[src/rtl/alu_pkg.sv]
// Shared types for the RV32I decode stage: ALU op codes, operand selects,
// opcode constants and the decoded bundle handed to execute.
package alu_pkg;

    localparam int DEC_XLEN = 32;

    typedef enum logic [3:0] {
        ALU_ADD  = 4'd0,
        ALU_SLL  = 4'd1,
        ALU_SLT  = 4'd2,
        ALU_SLTU = 4'd3,
        ALU_XOR  = 4'd4,
        ALU_SRL  = 4'd5,
        ALU_SRA  = 4'd6,
        ALU_OR   = 4'd7,
        ALU_AND  = 4'd8,
        ALU_SUB  = 4'd9
    } alu_op_e;

    typedef enum logic [1:0] {
        SRC_A_RS1  = 2'd0,
        SRC_A_PC   = 2'd1,
        SRC_A_ZERO = 2'd2
    } src_a_sel_e;

    localparam logic [6:0] OPC_OP     = 7'b0110011;
    localparam logic [6:0] OPC_OP_IMM = 7'b0010011;
    localparam logic [6:0] OPC_LUI    = 7'b0110111;
    localparam logic [6:0] OPC_AUIPC  = 7'b0010111;
    localparam logic [6:0] OPC_LOAD   = 7'b0000011;
    localparam logic [6:0] OPC_STORE  = 7'b0100011;
    localparam logic [6:0] OPC_BRANCH = 7'b1100011;
    localparam logic [6:0] OPC_JAL    = 7'b1101111;
    localparam logic [6:0] OPC_JALR   = 7'b1100111;

    localparam logic [6:0] F7_BASE = 7'b0000000;
    localparam logic [6:0] F7_ALT  = 7'b0100000;

    typedef struct packed {
        alu_op_e               alu_op;
        src_a_sel_e            src_a_sel;
        logic                  src_b_sel;
        logic [DEC_XLEN-1:0]   imm;
        logic [4:0]            rs1;
        logic [4:0]            rs2;
        logic [4:0]            rd;
        logic [DEC_XLEN-1:0]   pc;
        logic                  reg_write;
        logic                  mem_read;
        logic                  mem_write;
        logic                  branch;
        logic                  jump;
        logic                  illegal;
    } decode_bundle_t;

    // funct3 -> ALU op for OP / OP-IMM; alt picks SUB/SRA where it applies
    function automatic alu_op_e f3_to_alu(input logic [2:0] f3, input logic alt);
        alu_op_e op;
        case (f3)
            3'b000:  op = alt ? ALU_SUB : ALU_ADD;
            3'b001:  op = ALU_SLL;
            3'b010:  op = ALU_SLT;
            3'b011:  op = ALU_SLTU;
            3'b100:  op = ALU_XOR;
            3'b101:  op = alt ? ALU_SRA : ALU_SRL;
            3'b110:  op = ALU_OR;
            default: op = ALU_AND;
        endcase
        return op;
    endfunction

endpackage

[src/rtl/rv32_decode_comb.sv]
// Pure combinational RV32I decode of one instruction word into a bundle.
module rv32_decode_comb
    import alu_pkg::*;
(
    input  logic [31:0]          i_instr,
    input  logic [DEC_XLEN-1:0]  i_pc,
    output decode_bundle_t       o_bundle
);

    logic [6:0]  w_opcode;
    logic [2:0]  w_f3;
    logic [6:0]  w_f7;
    logic [31:0] w_imm_i;
    logic [31:0] w_imm_s;
    logic [31:0] w_imm_b;
    logic [31:0] w_imm_u;
    logic [31:0] w_imm_j;
    logic        w_ill;
    decode_bundle_t w_b;

    assign w_opcode = i_instr[6:0];
    assign w_f3     = i_instr[14:12];
    assign w_f7     = i_instr[31:25];
    assign w_imm_i  = {{20{i_instr[31]}}, i_instr[31:20]};
    assign w_imm_s  = {{20{i_instr[31]}}, i_instr[31:25], i_instr[11:7]};
    assign w_imm_b  = {{19{i_instr[31]}}, i_instr[31], i_instr[7], i_instr[30:25], i_instr[11:8], 1'b0};
    assign w_imm_u  = {i_instr[31:12], 12'b0};
    assign w_imm_j  = {{11{i_instr[31]}}, i_instr[31], i_instr[19:12], i_instr[20], i_instr[30:21], 1'b0};

    // opcode decode; illegal encodings fall back to a harmless ADD with no side effects
    always_comb begin
        w_b           = '0;
        w_b.alu_op    = ALU_ADD;
        w_b.src_a_sel = SRC_A_RS1;
        w_b.rs1       = i_instr[19:15];
        w_b.rs2       = i_instr[24:20];
        w_b.rd        = i_instr[11:7];
        w_b.pc        = i_pc;
        w_ill         = 1'b0;
        case (w_opcode)
            OPC_OP: begin
                w_b.alu_op    = f3_to_alu(w_f3, w_f7 == F7_ALT);
                w_b.reg_write = 1'b1;
                if (!(w_f7 == F7_BASE || (w_f7 == F7_ALT && (w_f3 == 3'b000 || w_f3 == 3'b101))))
                    w_ill = 1'b1;
            end
            OPC_OP_IMM: begin
                w_b.src_b_sel = 1'b1;
                w_b.reg_write = 1'b1;
                if (w_f3 == 3'b001 || w_f3 == 3'b101) begin
                    w_b.imm    = {27'b0, i_instr[24:20]};
                    w_b.alu_op = f3_to_alu(w_f3, w_f7 == F7_ALT);
                    if (!(w_f7 == F7_BASE || (w_f7 == F7_ALT && w_f3 == 3'b101)))
                        w_ill = 1'b1;
                end else begin
                    w_b.imm    = w_imm_i;
                    w_b.alu_op = f3_to_alu(w_f3, 1'b0);
                end
            end
            OPC_LUI: begin
                w_b.src_a_sel = SRC_A_ZERO;
                w_b.src_b_sel = 1'b1;
                w_b.imm       = w_imm_u;
                w_b.reg_write = 1'b1;
            end
            OPC_AUIPC: begin
                w_b.src_a_sel = SRC_A_PC;
                w_b.src_b_sel = 1'b1;
                w_b.imm       = w_imm_u;
                w_b.reg_write = 1'b1;
            end
            OPC_LOAD: begin
                w_b.src_b_sel = 1'b1;
                w_b.imm       = w_imm_i;
                w_b.mem_read  = 1'b1;
                w_b.reg_write = 1'b1;
            end
            OPC_STORE: begin
                w_b.src_b_sel = 1'b1;
                w_b.imm       = w_imm_s;
                w_b.mem_write = 1'b1;
            end
            OPC_BRANCH: begin
                w_b.imm    = w_imm_b;
                w_b.branch = 1'b1;
                case (w_f3)
                    3'b000, 3'b001: w_b.alu_op = ALU_SUB;
                    3'b100, 3'b101: w_b.alu_op = ALU_SLT;
                    3'b110, 3'b111: w_b.alu_op = ALU_SLTU;
                    default:        w_ill      = 1'b1;
                endcase
            end
            OPC_JAL: begin
                w_b.src_a_sel = SRC_A_PC;
                w_b.src_b_sel = 1'b1;
                w_b.imm       = w_imm_j;
                w_b.jump      = 1'b1;
                w_b.reg_write = 1'b1;
            end
            OPC_JALR: begin
                w_b.src_b_sel = 1'b1;
                w_b.imm       = w_imm_i;
                w_b.jump      = 1'b1;
                w_b.reg_write = 1'b1;
            end
            default: w_ill = 1'b1;
        endcase
        if (w_ill) begin
            w_b.alu_op    = ALU_ADD;
            w_b.reg_write = 1'b0;
            w_b.mem_read  = 1'b0;
            w_b.mem_write = 1'b0;
            w_b.branch    = 1'b0;
            w_b.jump      = 1'b0;
        end
        w_b.illegal = w_ill;
    end

    assign o_bundle = w_b;

endmodule

[src/rtl/id_ex_alu_decode.sv]
// Decode pipeline stage: one register slice with valid/ready and flush
// around the combinational RV32I decoder.
module id_ex_alu_decode
    import alu_pkg::*;
#(
    parameter int              XLEN         = 32,
    parameter logic [XLEN-1:0] RESET_PC_TAG = '0
) (
    input  logic            clk,
    input  logic            rst_n,
    input  logic            in_valid,
    output logic            in_ready,
    input  logic [31:0]     in_instr,
    input  logic [XLEN-1:0] in_pc,
    input  logic            flush,
    output logic            out_valid,
    input  logic            out_ready,
    output logic [3:0]      out_alu_op,
    output logic [1:0]      out_src_a_sel,
    output logic            out_src_b_sel,
    output logic [XLEN-1:0] out_imm,
    output logic [4:0]      out_rs1,
    output logic [4:0]      out_rs2,
    output logic [4:0]      out_rd,
    output logic [XLEN-1:0] out_pc,
    output logic            out_reg_write,
    output logic            out_mem_read,
    output logic            out_mem_write,
    output logic            out_branch,
    output logic            out_jump,
    output logic            out_illegal
);

    logic           r_valid;
    decode_bundle_t r_bundle;
    decode_bundle_t w_dec;
    logic           w_in_ready;

    rv32_decode_comb u_dec (
        .i_instr  (in_instr),
        .i_pc     (in_pc),
        .o_bundle (w_dec)
    );

    assign w_in_ready = !r_valid || out_ready;

    // valid bit: flush wins over everything, otherwise reload whenever the slot frees up
    always_ff @(posedge clk or negedge rst_n) begin
        if (!rst_n)
            r_valid <= 1'b0;
        else if (flush)
            r_valid <= 1'b0;
        else if (w_in_ready)
            r_valid <= in_valid;
    end

    // data slice: capture on every input transfer, hold otherwise
    always_ff @(posedge clk or negedge rst_n) begin
        if (!rst_n) begin
            r_bundle           <= '0;
            r_bundle.alu_op    <= ALU_ADD;
            r_bundle.src_a_sel <= SRC_A_RS1;
            r_bundle.pc        <= RESET_PC_TAG;
        end else if (in_valid && w_in_ready) begin
            r_bundle <= w_dec;
        end
    end

    assign in_ready      = w_in_ready;
    assign out_valid     = r_valid;
    assign out_alu_op    = r_bundle.alu_op;
    assign out_src_a_sel = r_bundle.src_a_sel;
    assign out_src_b_sel = r_bundle.src_b_sel;
    assign out_imm       = r_bundle.imm;
    assign out_rs1       = r_bundle.rs1;
    assign out_rs2       = r_bundle.rs2;
    assign out_rd        = r_bundle.rd;
    assign out_pc        = r_bundle.pc;
    assign out_reg_write = r_bundle.reg_write;
    assign out_mem_read  = r_bundle.mem_read;
    assign out_mem_write = r_bundle.mem_write;
    assign out_branch    = r_bundle.branch;
    assign out_jump      = r_bundle.jump;
    assign out_illegal   = r_bundle.illegal;

endmodule

[config.mk]
export PLATFORM = sky130hd
export DESIGN_NAME = id_ex_alu_decode
export DESIGN_NICKNAME = d
export VERILOG_FILES = /design/src/rtl/alu_pkg.sv /design/src/rtl/rv32_decode_comb.sv /design/src/rtl/id_ex_alu_decode.sv
export SDC_FILE = /design/constraint.sdc
export NUM_CORES = 1
export LEC_CHECK = 0
export BUFFER_PORTS_ARGS = -buffer_cell sky130_fd_sc_hd__buf_2
export CAP_MARGIN = 20
export CORE_UTILIZATION = 48
export CTS_CLUSTER_DIAMETER = 60
export DETAILED_ROUTE_END_ITERATION = 12
export PLACE_DENSITY = 0.9
export SETUP_SLACK_MARGIN = 0.3
export SKIP_LAST_GASP = 1
export SYNTH_ARGS = -nofsm -noshare
export SYNTH_HDL_FRONTEND = slang
export SYNTH_SLANG_ARGS = --single-unit
[constraint.sdc]
create_clock -name clk -period 1.9 [get_ports clk]
set_input_delay 0.285 -clock clk [delete_from_list [all_inputs] [get_ports clk]]
set_output_delay 0.285 -clock clk [all_outputs]
set_load 0.01 [all_outputs]
==> PnR_summary.wiki <==
{| class="wikitable"
! Metric !! Value
|-
| Final Total Pwr || 4.102 mW
|-
| Status || completed
|-
| Worst Setup End Kind || flop
|-
| Routed wirelength normalized by instance count || 16.79 um
|-
| Power share of the clock group || 29.9%
|-
| Worst path slowest cell || sky130_fd_sc_hd__dfrtp_1
|-
| Slew HR || 60.21%
|-
| Crit path setup slack, layout || 0.3155 ns
|-
| Die Width || 93.87 um
|-
| Fraction of synthesized cell area taken by the top area cell type || 57.44%
|-
| Required time at the worst-slack endpoint || 2.15 ns
|-
| Via count normalized by instance count || 5.540
|-
| Simple logic cell fraction of the synthesized area || 9.666%
|-
| Mean area per synthesized cell || 12.28 um^2
|-
| Clock buffer count from CTS || 9
|-
| Maximum clock skew at final layout || 0.009152 ns
|-
| Most frequent cells after synthesis || sky130_fd_sc_hd__dfrtp_1, sky130_fd_sc_hd__mux2_2, sky130_fd_sc_hd__nand2_1
|-
| Path depth of the worst reg2reg path || 6
|-
| Crit start category || flop
|-
| Final worst hold slack || 0.06704 ns
|-
| Clock latency of the later-clocked register in the worst-skew pair || 0.36 ns
|-
| Standard-cell rows || 33
|-
| Die outline height || 93.87 um
|-
| Capturing point of the worst reg2reg path || out_mem_read
|-
| # clock sinks || 93
|-
| Number of cells on the worst hold path || 2
|-
| Die Outline Area || 8812 um^2
|-
| Synthesized flop and latch total || 93
|-
| Switching power || 1.132 mW
|-
| Via count || 3396
|-
| Placer congestion estimate || 0.9195
|-
| Hold Crit Class || primary input to flop
|-
| Routed wire length || 10300 um
|-
| CTS root buf || sky130_fd_sc_hd__clkbuf_8
|-
| Residual DRC || 0
|-
| XOR/XNOR share of the synthesized area || 0%
|-
| TritonCTS clock tree || done
|-
| Area of the core || 8175 um^2
|-
| Share of the synthesized area in compound gates (AO/OA/AOI/OAI) || 16.21%
|-
| Count of flip-flops with a built-in enable after synthesis || 0
|-
| Number of library cell types mapped by synthesis || 42
|-
| Number of nets in the layout || 572
|-
| Least-Margin Pin Slew || 0.5968 ns
|-
| Pin count of the biggest net entering global routing || 47
|-
| Clock-pin slew on the worst setup and hold paths || 0.09 ns
|-
| Initial cell density of the core || 49.56%
|-
| Largest area contributor in the synthesized netlist || sky130_fd_sc_hd__dfrtp_1
|-
| Global-route wire length before repair || 15930 um
|-
| Internal power || 2.970 mW
|-
| Main area contributors after synthesis || sky130_fd_sc_hd__dfrtp_1, sky130_fd_sc_hd__mux2_2, sky130_fd_sc_hd__nand2_1
|-
| Portion of the post-synthesis area used by sequential elements || 57.44%
|-
| Main combinational cell family by area after synthesis || compound AO/OA/AOI/OAI gates
|-
| Arrival time reported for the critical path endpoint || 1.84 ns
|-
| Slowest stage delay, CP || 0.42 ns
|-
| Area growth from synthesis to final layout || 32.37%
|-
| Share of layout cells above drive strength 1 || 52.56%
|-
| Placed Instances || 591
|-
| Tmin final || 1.584 ns
|-
| Final hold viol count || 0
|-
| Global Route Usage Sum || 23.72%
|-
| Reg power frac || 53.3%
|-
| Syn Inst Count || 330
|-
| R2R setup slack || 0.32 ns
|-
| Max Transition Viols Final || 0
|-
| Share of synthesized area spent on multiplexers || 13.62%
|-
| Most numerous cell in the Yosys netlist || sky130_fd_sc_hd__dfrtp_1
|-
| # diodes || 0
|-
| Critical-path maximum fanout || 5
|-
| Top-level port count || 163
|-
| Critical path class || flop to flop
|-
| Initial antenna violation count || 0
|-
| Async set-reset flop share out of synthesis || 100.0%
|-
| Worst-case setup slack after placement || -0.05202 ns
|-
| Antenna viol nets, final || 0
|-
| Ys Warns || 0
|-
| Main synth FF type || sky130_fd_sc_hd__dfrtp_1
|-
| Post-synthesis cell area || 4051 um^2
|-
| Fin cells || 613
|-
| Post-synthesis adder-cell area fraction || 0%
|-
| Share of total power in combinational logic || 16.9%
|-
| Utilization after layout || 65.60%
|-
| VDD IR max || 456.8 uV
|-
| Sum of overflow across all layers after global routing || 0
|-
| Max-cap check violation count || 0
|-
| Setup repair after global routing missed its margin || true
|-
| Max H-tree Level || 3
|-
| End point of the worst hold path || out_valid
|-
| 1st-pass router iterations || 4
|-
| Sw Share || 27.60%
|-
| Worst path cell trace || nand2b_4 -> nand3_2 -> buf_6 -> a311oi_4 -> o31ai_2 -> o41ai_2
|-
| Filler cell count in the final layout || 635
|-
| Number of global-route vias before repair || 3291
|-
| Detailed Route Iter0 Violations || 158
|-
| Hold_sp || flush
|-
| Count of buffers inserted at the top-level ports || 162
|-
| P_leak || 2.664 nW
|-
| Synthesized netlist net count || 399
|-
| PwrDens || 765.0 nW/um^2
|-
| RR Startpoint || out_valid
|-
| Buffer levels on the longest clock path || 2
|-
| Detailed placer's ending HPWL || 7518 um
|-
| Period utilisation layout || 83.39%
|-
| Peak Freq || 631.1 MHz
|-
| Count of endpoints failing setup in the final report || 0
|}
## logic make-up after synthesis
family,count (synthesis)
compound gates,85
simple gates,77
buf+inv,26
mux,49
flops,93
## registers in the layout, indices dropped and copies added (netlist names)
name           count
out_mem_write      1
out_src_a_sel      2
out_reg_write      1
out_rs2            5
out_alu_op         4
out_rs1            5
out_mem_read       1
out_src_b_sel      1
out_imm           32
out_rd             5
out_jump           1
out_pc            32
out_valid          1
out_illegal        1
out_branch         1
## critical path: cells and delay by family (launching register included)
family / cells / cell delay, ns
AO/OA/AOI/OAI: 3 / 0.73
flip-flops: 1 / 0.42
AND/OR/NAND/NOR: 2 / 0.19
buffers and inverters: 1 / 0.14
## worst max-delay path by stage
stage | slack (ns) | startpoint | cells past startpoint | end
final | 0.32 | out_valid | 6 | out_mem_read
after global routing | 0.22 | in_instr[3] | 5 | out_alu_op[3]
after CTS | 0.30 | out_valid | 6 | out_imm[1]
after detailed placement | -0.05 | in_instr[6] | 6 | out_imm[28]
after global placement | 0.05 | in_instr[6] | 6 | out_imm[26]
after floorplan | 0.31 | in_instr[5] | 7 | out_alu_op[2]
## stage by stage
| step | setup TNS [ns] | area (um^2) |
|---|---|---|
| 2_1_floorplan | 0 | 4078 |
| 3_3_place_gp | 0 | 5065 |
| 3_5_place_dp | -0.4888 | 5065 |
| 4_1_cts | 0 | 5301 |
| 5_1_grt | 0 | 5363 |
| 6_report | 0 | 5363 |
## final cells by class
| type | instances | area [um^2] | share of cell area [%] |
|---|---|---|---|
| Sequential cell | 93 | 2327 | 43.40 |
| Multi-Input combinational cell | 212 | 1685 | 31.43 |
| Timing Repair Buffer | 184 | 1023 | 19.09 |
| Clock buffer | 11 | 141.4 | 2.636 |
| Tap cell | 105 | 131.4 | 2.450 |
| Clock inverter | 5 | 42.54 | 0.7933 |
| Inverter | 3 | 11.26 | 0.2100 |
## power by group through the flow
stage               sequential, mW  clock [mW]  combinational (mW)
global route                  2.20        1.34               0.754
finish                        2.19        1.22               0.692
floorplan                     2.29           0               0.272
detailed placement            2.23           0               0.684
global placement              2.22           0               0.660
CTS                           2.19        1.26               0.691
## routing by layer
layer | up-vias | wire length [um] | GRT usage [%]
li1 | 1563 | - | -
met1 | 1658 | 4310 | 30.86
met2 | 155 | 5019 | 37.71
met3 | 20 | 761 | 5.259
met4 | 0 | 204 | 11.15
met5 | - | 0 | 0
## placed cells by master, fill, tap and decap left out, types with 5 or more instances in the layout
master and instances:
sky130_fd_sc_hd__buf_2 162, sky130_fd_sc_hd__dfrtp_1 93, sky130_fd_sc_hd__mux2_2 49, sky130_fd_sc_hd__nand2_1 30, sky130_fd_sc_hd__o21ai_0 17, sky130_fd_sc_hd__buf_4 16
sky130_fd_sc_hd__a21oi_1 14, sky130_fd_sc_hd__a221o_1 11, sky130_fd_sc_hd__a22o_1 11, sky130_fd_sc_hd__nor2_1 10, sky130_fd_sc_hd__clkbuf_8 10, sky130_fd_sc_hd__a21o_1 6
sky130_fd_sc_hd__nand3_1 5
## what timing repair did
action	4_1_cts	5_1_grt
endpoints found under the hold margin	44	0
hold buffers	1	0
pin swaps	0	2
cloned	0	2
setup buffers	1	2
endpoints found under the setup margin	21	17
gates resized for setup	5	6
No activity file was read; power rests on OpenSTA's default activity.
